## src/rtl/axi4_lite_top.sv

```systemverilog
// AXI4-Lite demonstrator: a command-strobe master bridged to a register-file slave.
// The five AXI4-Lite channels are internal; only command and read-result signals are ports.

module axi4_lite_master #(
  parameter int ADDR_WIDTH = 32,
  parameter int DATA_WIDTH = 32
) (
  input  logic                    ACLK,
  input  logic                    ARESETN,
  input  logic                    read_s,
  input  logic                    write_s,
  input  logic [ADDR_WIDTH-1:0]   address,
  input  logic [DATA_WIDTH-1:0]   W_data,
  output logic [DATA_WIDTH-1:0]   read_data_out,
  output logic                    read_valid_out,
  output logic [ADDR_WIDTH-1:0]   awaddr_o,
  output logic                    awvalid_o,
  input  logic                    awready_i,
  output logic [DATA_WIDTH-1:0]   wdata_o,
  output logic [DATA_WIDTH/8-1:0] wstrb_o,
  output logic                    wvalid_o,
  input  logic                    wready_i,
  input  logic [1:0]              bresp_i,
  input  logic                    bvalid_i,
  output logic                    bready_o,
  output logic [ADDR_WIDTH-1:0]   araddr_o,
  output logic                    arvalid_o,
  input  logic                    arready_i,
  input  logic [DATA_WIDTH-1:0]   rdata_i,
  input  logic [1:0]              rresp_i,
  input  logic                    rvalid_i,
  output logic                    rready_o
);
  typedef enum logic [2:0] {M_IDLE, M_WADDR, M_WRESP, M_RADDR, M_RDATA} mstate_e;

  mstate_e               state_q, state_d;
  logic [ADDR_WIDTH-1:0] addr_q;
  logic [DATA_WIDTH-1:0] wdata_q;
  logic [DATA_WIDTH-1:0] rd_data_q;
  logic                  rd_vld_q;

  // Responses are always OKAY, so the master has no use for them.
  logic unused_resp;
  assign unused_resp = ^{bresp_i, rresp_i};

  // State register plus command latch and read-result capture.
  always_ff @(posedge ACLK) begin
    if (!ARESETN) begin
      state_q   <= M_IDLE;
      addr_q    <= '0;
      wdata_q   <= '0;
      rd_data_q <= '0;
      rd_vld_q  <= 1'b0;
    end else begin
      state_q  <= state_d;
      rd_vld_q <= (state_q == M_RDATA) && rvalid_i;
      if (state_q == M_IDLE && (write_s || read_s)) begin
        addr_q  <= address;
        wdata_q <= W_data;
      end
      if (state_q == M_RDATA && rvalid_i) rd_data_q <= rdata_i;
    end
  end

  // Next-state and channel outputs; VALIDs decode from state only.
  always_comb begin
    state_d   = state_q;
    awvalid_o = 1'b0;
    wvalid_o  = 1'b0;
    bready_o  = 1'b0;
    arvalid_o = 1'b0;
    rready_o  = 1'b0;
    unique case (state_q)
      M_IDLE: begin
        if (write_s)     state_d = M_WADDR;   // write wins over a simultaneous read
        else if (read_s) state_d = M_RADDR;
      end
      M_WADDR: begin
        awvalid_o = 1'b1;
        wvalid_o  = 1'b1;
        if (awready_i && wready_i) state_d = M_WRESP;
      end
      M_WRESP: begin
        bready_o = 1'b1;
        if (bvalid_i) state_d = M_IDLE;
      end
      M_RADDR: begin
        arvalid_o = 1'b1;
        if (arready_i) state_d = M_RDATA;
      end
      M_RDATA: begin
        rready_o = 1'b1;
        if (rvalid_i) state_d = M_IDLE;
      end
      default: state_d = M_IDLE;
    endcase
  end

  assign awaddr_o       = addr_q;
  assign araddr_o       = addr_q;
  assign wdata_o        = wdata_q;
  assign wstrb_o        = '1;
  assign read_data_out  = rd_data_q;
  assign read_valid_out = rd_vld_q;
endmodule

module axi4_lite_slave #(
  parameter int ADDR_WIDTH = 32,
  parameter int DATA_WIDTH = 32,
  parameter int NUM_REGS   = 32
) (
  input  logic                    ACLK,
  input  logic                    ARESETN,
  input  logic [ADDR_WIDTH-1:0]   awaddr_i,
  input  logic                    awvalid_i,
  output logic                    awready_o,
  input  logic [DATA_WIDTH-1:0]   wdata_i,
  input  logic [DATA_WIDTH/8-1:0] wstrb_i,
  input  logic                    wvalid_i,
  output logic                    wready_o,
  output logic [1:0]              bresp_o,
  output logic                    bvalid_o,
  input  logic                    bready_i,
  input  logic [ADDR_WIDTH-1:0]   araddr_i,
  input  logic                    arvalid_i,
  output logic                    arready_o,
  output logic [DATA_WIDTH-1:0]   rdata_o,
  output logic [1:0]              rresp_o,
  output logic                    rvalid_o,
  input  logic                    rready_i
);
  localparam int IDX_W = $clog2(NUM_REGS);

  typedef enum logic [1:0] {S_IDLE, S_BRESP, S_RDATA} sstate_e;

  sstate_e               state_q, state_d;
  logic [DATA_WIDTH-1:0] mem_q [NUM_REGS];
  logic [DATA_WIDTH-1:0] rdata_q;
  logic                  wr_hs, rd_hs;
  logic [IDX_W-1:0]      widx, ridx;

  // Upper address bits alias onto the register file.
  logic unused_addr;
  assign unused_addr = ^{awaddr_i[ADDR_WIDTH-1:IDX_W], araddr_i[ADDR_WIDTH-1:IDX_W]};

  assign widx  = awaddr_i[IDX_W-1:0];
  assign ridx  = araddr_i[IDX_W-1:0];
  assign wr_hs = (state_q == S_IDLE) && awvalid_i && wvalid_i;
  assign rd_hs = (state_q == S_IDLE) && arvalid_i && !(awvalid_i && wvalid_i);

  // State register, register-file update and read-data capture.
  always_ff @(posedge ACLK) begin
    if (!ARESETN) begin
      state_q <= S_IDLE;
      rdata_q <= '0;
      for (int i = 0; i < NUM_REGS; i++) mem_q[i] <= '0;
    end else begin
      state_q <= state_d;
      if (wr_hs) begin
        for (int b = 0; b < DATA_WIDTH/8; b++)
          if (wstrb_i[b]) mem_q[widx][b*8 +: 8] <= wdata_i[b*8 +: 8];
      end
      if (rd_hs) rdata_q <= mem_q[ridx];
    end
  end

  // Next-state and channel outputs; write beats read when both are presented.
  always_comb begin
    state_d   = state_q;
    awready_o = 1'b0;
    wready_o  = 1'b0;
    arready_o = 1'b0;
    bvalid_o  = 1'b0;
    rvalid_o  = 1'b0;
    unique case (state_q)
      S_IDLE: begin
        awready_o = 1'b1;
        wready_o  = 1'b1;
        arready_o = 1'b1;
        if (wr_hs)      state_d = S_BRESP;
        else if (rd_hs) state_d = S_RDATA;
      end
      S_BRESP: begin
        bvalid_o = 1'b1;
        if (bready_i) state_d = S_IDLE;
      end
      S_RDATA: begin
        rvalid_o = 1'b1;
        if (rready_i) state_d = S_IDLE;
      end
      default: state_d = S_IDLE;
    endcase
  end

  assign bresp_o = 2'b00;
  assign rresp_o = 2'b00;
  assign rdata_o = rdata_q;
endmodule

module axi4_lite_top #(
  parameter int ADDR_WIDTH = 32,
  parameter int DATA_WIDTH = 32,
  parameter int NUM_REGS   = 32
) (
  input  logic                  ACLK,
  input  logic                  ARESETN,
  input  logic                  read_s,
  input  logic                  write_s,
  input  logic [ADDR_WIDTH-1:0] address,
  input  logic [DATA_WIDTH-1:0] W_data,
  output logic [DATA_WIDTH-1:0] read_data_out,
  output logic                  read_valid_out
);
  logic [ADDR_WIDTH-1:0]   awaddr, araddr;
  logic [DATA_WIDTH-1:0]   wdata, rdata;
  logic [DATA_WIDTH/8-1:0] wstrb;
  logic [1:0]              bresp, rresp;
  logic awvalid, awready, wvalid, wready, bvalid, bready;
  logic arvalid, arready, rvalid, rready;

  axi4_lite_master #(.ADDR_WIDTH(ADDR_WIDTH), .DATA_WIDTH(DATA_WIDTH)) u_mst (
    .ACLK(ACLK), .ARESETN(ARESETN), .read_s(read_s), .write_s(write_s),
    .address(address), .W_data(W_data),
    .read_data_out(read_data_out), .read_valid_out(read_valid_out),
    .awaddr_o(awaddr), .awvalid_o(awvalid), .awready_i(awready),
    .wdata_o(wdata), .wstrb_o(wstrb), .wvalid_o(wvalid), .wready_i(wready),
    .bresp_i(bresp), .bvalid_i(bvalid), .bready_o(bready),
    .araddr_o(araddr), .arvalid_o(arvalid), .arready_i(arready),
    .rdata_i(rdata), .rresp_i(rresp), .rvalid_i(rvalid), .rready_o(rready)
  );

  axi4_lite_slave #(.ADDR_WIDTH(ADDR_WIDTH), .DATA_WIDTH(DATA_WIDTH), .NUM_REGS(NUM_REGS)) u_slv (
    .ACLK(ACLK), .ARESETN(ARESETN),
    .awaddr_i(awaddr), .awvalid_i(awvalid), .awready_o(awready),
    .wdata_i(wdata), .wstrb_i(wstrb), .wvalid_i(wvalid), .wready_o(wready),
    .bresp_o(bresp), .bvalid_o(bvalid), .bready_i(bready),
    .araddr_i(araddr), .arvalid_i(arvalid), .arready_o(arready),
    .rdata_o(rdata), .rresp_o(rresp), .rvalid_o(rvalid), .rready_i(rready)
  );
endmodule

```

## config.mk

```make
export PLATFORM = sky130hd
export DESIGN_NAME = axi4_lite_top
export DESIGN_NICKNAME = d
export VERILOG_FILES = /design/src/rtl/axi4_lite_top.sv
export SDC_FILE = /design/constraint.sdc
export NUM_CORES = 1
export LEC_CHECK = 0
export ABC_AREA = 0
export BUFFER_PORTS_ARGS = -buffer_cell sky130_fd_sc_hd__buf_4
export CORE_UTILIZATION = 30
export CTS_CLUSTER_SIZE = 30
export DETAILED_ROUTE_END_ITERATION = 7
export PLACE_DENSITY = 0.44
export SLEW_MARGIN = 20
export SYNTH_ARGS = -nofsm -noshare
export SYNTH_HDL_FRONTEND = slang
export SYNTH_HIERARCHICAL = 1
export SYNTH_SLANG_ARGS = --single-unit
export TNS_END_PERCENT = 50
```

## constraint.sdc

```tcl
create_clock -name ACLK -period 3.5 [get_ports ACLK]
set_input_delay 0.7 -clock ACLK [delete_from_list [all_inputs] [get_ports ACLK]]
set_output_delay 0.7 -clock ACLK [all_outputs]
set_load 0.02 [all_outputs]
```

[Yosys cells after proc, flatten, opt, wreduce, memory -nomap -nowiden]
Memory sizes are Yosys's and may differ from the RTL's. A register that Yosys moved wholly into a read port is not among the register bits.
Index checks and enable logic that the tools add are counted.
Storage, ports and cells
  output and inout bits: 33
  memories: 1
  bits of input ports: 68
  RAM bits: 1024
  register bits after elaboration: 75
  word-level logic and storage cells: 61
Cells by class
  reduce and logical (&&, ||, !) cells: 14
  muxes and demuxes: 26
  equality and inequality tests: 14
Memories
  u_slv.mem_q: depth 32, width 32, rd ports 1, clocked after memory_dff 1, wr ports 32, RTL line 137  | logic [DATA_WIDTH-1:0] mem_q [NUM_REGS];
Operator list (count)
  $mux W32: 1
  $reduce_or A32 Y1: 1
  $mux W3: 6
  $pmux W3 S5: 1
  $mux W1: 12
  $mux W2: 4
  $eq A3 B2 Y1 const B: 2
  $logic_and A1 B1 Y1: 6
  $ne A2 B1 Y1 const B: 3
  $ne A2 B2 Y1 const B: 3
  $pmux W2 S3: 1
  $mux W5: 1
  $reduce_and A5 Y1: 1
  $eq A3 B1 Y1 const B: 1
  $eq A3 B3 Y1 const B: 1
  $logic_not A3 Y1: 1
  $ne A3 B1 Y1 const B: 1
  $ne A3 B3 Y1 const B: 1
  $reduce_and A3 Y1: 1
  $eq A2 B1 Y1 const B: 1
  $eq A2 B2 Y1 const B: 1
  $logic_not A1 Y1: 2
  $logic_not A2 Y1: 1
  $logic_or A1 B1 Y1: 1

[Depth between registers and ports, before layout]
  depth in word-level cells: 9
  depth in mapped cells: 10
  depth with buffers taken out: 6

[Hierarchy]
The synthesis kept the hierarchy.
By module, submodules not included
  axi4_lite_slave: area an instance 49007.0 um^2, cells an instance 3678, seq. area each 31430.1 um^2, instances 1
  axi4_lite_master: area an instance 4130.2 um^2, cells an instance 490, seq. area each 2001.9 um^2, instances 1

[Least setup slack after synthesis]
Ideal clock, no wire load.
  path type: input-to-reg
  start point: input port ARESETN
  end point: memory u_slv.mem_q[20][0] (enable)
  data arrival time: 2.334 ns
  buffers on the path: 3
  required time: 3.116 ns
  stages on the path: 6
  path slack: 0.782 ns
  cells stage by stage: clkbuf_1 > and4_1 > clkbuf_1 > nand2_1 > clkbuf_1 > o21ai_0
RTL lines
  from (decl): RTL line 206  | input logic ARESETN,
  to (decl): RTL line 137

==> reports/metrics.cfg <==
[route]
vias=31058
drt_first_pass_iters=5
route.antenna.remaining_nets=0
routed_wirelength_um=153500
drcViolationCount=0
drt_iter0_markers=1998
drt-vias-per-instance=4.716
route.detailed.wl_per_inst_um=23.31

[final_layout]
fin_cells=6586
fin_nets=4240
drive_gt1_frac=0.1243
n_fill_cell=16681
storage_cell_area_um2=32910
layout-area-overhead-vs-synth_pct=15.65
final_util=0.3497
multi_input_comb_area_um2=17410

[sta]
hold_slack_ns=0.1885
finalHoldViolCount=0
normalized_max_slew_margin=0.4301
timing_worst_slew_pin_value_ns=0.8548
maxSlewViolCount=0
report.final.setup_viol=0
post_route_skew_ns=0.02381
period_needed_ns=2.966
maxClockFrequency_mhz=337.1
rsz0062_at_grt=no
tns_ns=0
post-route-period-util=0.8475

[setup_path]
reg2reg_to=u_slv/rdata_o[9]
ff2ff_path_depth=7
critPathCaptureType=register
worstSetupStartpointType=register
timing_worst_setup_path_type=register to register
critPathRequiredTime_ns=4.18
timing.reg2reg.setup_slack_ns=0.53
worstPathArrival_ns=3.65
path_max_fanout=36
worst_reg2reg_path_startpoint=u_mst/araddr_o[0]

[cts]
insertion_delay_ns=0.76
clk_transition_reported_paths_ns=0.06
cts_root_buf=sky130_fd_sc_hd__clkbuf_16
cts_h_tree_depth=4
clockBufferDepth=3
clkSinkCount=1131
cts_buffers=132
cts_resized=0
cts_hold_buffers=0
tritoncts=done
post-cts-setup-buffers=0

[status]
outcome=completed

[placed_design]
port_buffer_count=73
hpwl_um=96290
routabilityCongestion=0.7758
dpl.cell_count=6348

[job]
cap_viol_max_count=0

[synth]
yosys_warnings=6
syn-mean-instance-area_um2=12.90
synth.cell_area_um2=51930
synth_cells=4025

[floorplanning]
placement_rows=152
dieWidth_um=418.0
ioPinCount=101
floorplan.initialDensity=0.3024
die-height_um=418.0
dieArea_um2=174800
design.core.area_um2=171700

[grt]
wire_length_of_the_first_global_routing_pass_um=220200
grt_pass1_vias=31387
grt_antenna_before_repair=5
gr-usage-met3=0.02261
grt_use_met2=0.2956
grt.total_usage=0.1745
grt_busiest_layer=met2
globalRouteOverflowTotal=0
met1_usage=0.2290
grt_max_degree=161

[min_path]
holdPathStages=3
destination_of_the_worst_hold_path=u_mst/wdata_o[27]
worstHoldPathType=primary input to register
holdCritStartpoint=W_data[27]

[power_and_ir_drop]
p_leak_nw=20.97
power.density_nw_per_um2=604.8
worst_ir_drop_vdd_mv=0.4129
power.total_mw=36.32

## worst max path at each step
stage	from	slack, ns	endpoint	cells after the start
after floorplan	ARESETN	0.78	u_slv/mem_q[20][0]	6
after global placement	u_mst/araddr_o[2]	0.46	u_slv/mem_q[16][12]	4
after detailed placement	u_mst/araddr_o[0]	0.53	u_slv/rdata_o[9]	7
after CTS	u_mst/araddr_o[0]	0.52	u_slv/rdata_o[9]	7
after global routing	u_mst/araddr_o[0]	0.39	u_slv/rdata_o[15]	7
final	u_mst/araddr_o[0]	0.53	u_slv/rdata_o[9]	7
## cells in the final DEF, fill, tap and decap left out, types with 2 or more instances in the layout
cell type	instances
sky130_fd_sc_hd__a22oi_1	256
sky130_fd_sc_hd__and3_2	2
sky130_fd_sc_hd__o2111ai_1	2
sky130_fd_sc_hd__clkbuf_8	8
sky130_fd_sc_hd__and3b_1	3
sky130_fd_sc_hd__and2_1	1026
sky130_fd_sc_hd__a21boi_0	2
sky130_fd_sc_hd__diode_2	3
sky130_fd_sc_hd__clkinv_1	28
sky130_fd_sc_hd__o21ai_1	2
sky130_fd_sc_hd__a21oi_1	161
sky130_fd_sc_hd__bufinv_16	5
sky130_fd_sc_hd__and3_1	2
sky130_fd_sc_hd__inv_6	4
sky130_fd_sc_hd__clkinvlp_4	2
sky130_fd_sc_hd__buf_4	302
sky130_fd_sc_hd__conb_1	4
sky130_fd_sc_hd__nand2b_2	2
sky130_fd_sc_hd__a21boi_1	68
sky130_fd_sc_hd__o21ai_0	159
sky130_fd_sc_hd__nand2_2	5
sky130_fd_sc_hd__clkbuf_1	35
sky130_fd_sc_hd__clkinv_2	17
sky130_fd_sc_hd__nor2_1	132
sky130_fd_sc_hd__nand2_1	174
sky130_fd_sc_hd__edfxtp_1	1024
sky130_fd_sc_hd__buf_12	25
sky130_fd_sc_hd__mux2i_1	513
sky130_fd_sc_hd__clkbuf_16	137
sky130_fd_sc_hd__nor3b_1	5
sky130_fd_sc_hd__nor2b_4	2
sky130_fd_sc_hd__nor2b_1	6
sky130_fd_sc_hd__nor3_1	3
sky130_fd_sc_hd__dfxtp_2	8
sky130_fd_sc_hd__or4_1	32
sky130_fd_sc_hd__dfxtp_1	98
sky130_fd_sc_hd__inv_1	4
## registers in the layout, indices dropped and copies added, names as in the netlist
name	count
u_mst/state_q	3
u_slv/mem_q	1024
u_mst/wdata_o	32
u_mst/read_valid_out	1
u_slv/state_q	2
u_mst/read_data_out	32
u_mst/araddr_o	5
u_slv/rdata_o	32
## power by group
| part | switching, mW | internal (mW) | leakage (nW) |
|---|---|---|---|
| registers | 0.631 | 15.3 | 11.4 |
| clock network | 5.44 | 7.65 | 1.98 |
| logic | 4.88 | 2.44 | 7.55 |
| total | 11.0 | 25.4 | 21.0 |
## critical path, cell delays in order (launching register included)
cell and delay, ns:
sky130_fd_sc_hd__dfxtp_4 0.88, sky130_fd_sc_hd__buf_4 0.47, sky130_fd_sc_hd__buf_4 0.29, sky130_fd_sc_hd__mux2i_1 0.10, sky130_fd_sc_hd__a22oi_1 0.17, sky130_fd_sc_hd__a21oi_1 0.16
sky130_fd_sc_hd__or4_1 0.60, sky130_fd_sc_hd__a21oi_1 0.18
## layer usage
layer | vias to the layer above | wire (um)
met1 | 15509 | 68830
met5 | - | 0
met3 | 193 | 5050
li1 | 14821 | -
met4 | 0 | 4553
met2 | 535 | 75100
## through the flow
stage          area [um^2]  worst slack [ns]
2_1_floorplan        51940            0.7822
4_1_cts              60050            0.5160
3_3_place_gp         56000            0.4555
5_1_grt              60050            0.3874
3_5_place_dp         56000            0.5302
6_report             60050            0.5337
## area by class of cell
| class | count | area share |
|---|---|---|
| multi-input cells | 2575 | 0.2899 |
| clock buffers | 179 | 0.06088 |
| inverters | 4 | 0.0002500 |
| flip-flops and latches | 1131 | 0.5479 |
| repair buffers | 328 | 0.04632 |
| well taps | 2310 | 0.04813 |
| clock inverters | 56 | 0.006500 |
| diodes | 3 | 0.0001250 |
Power figures use the tool's default switching activity.
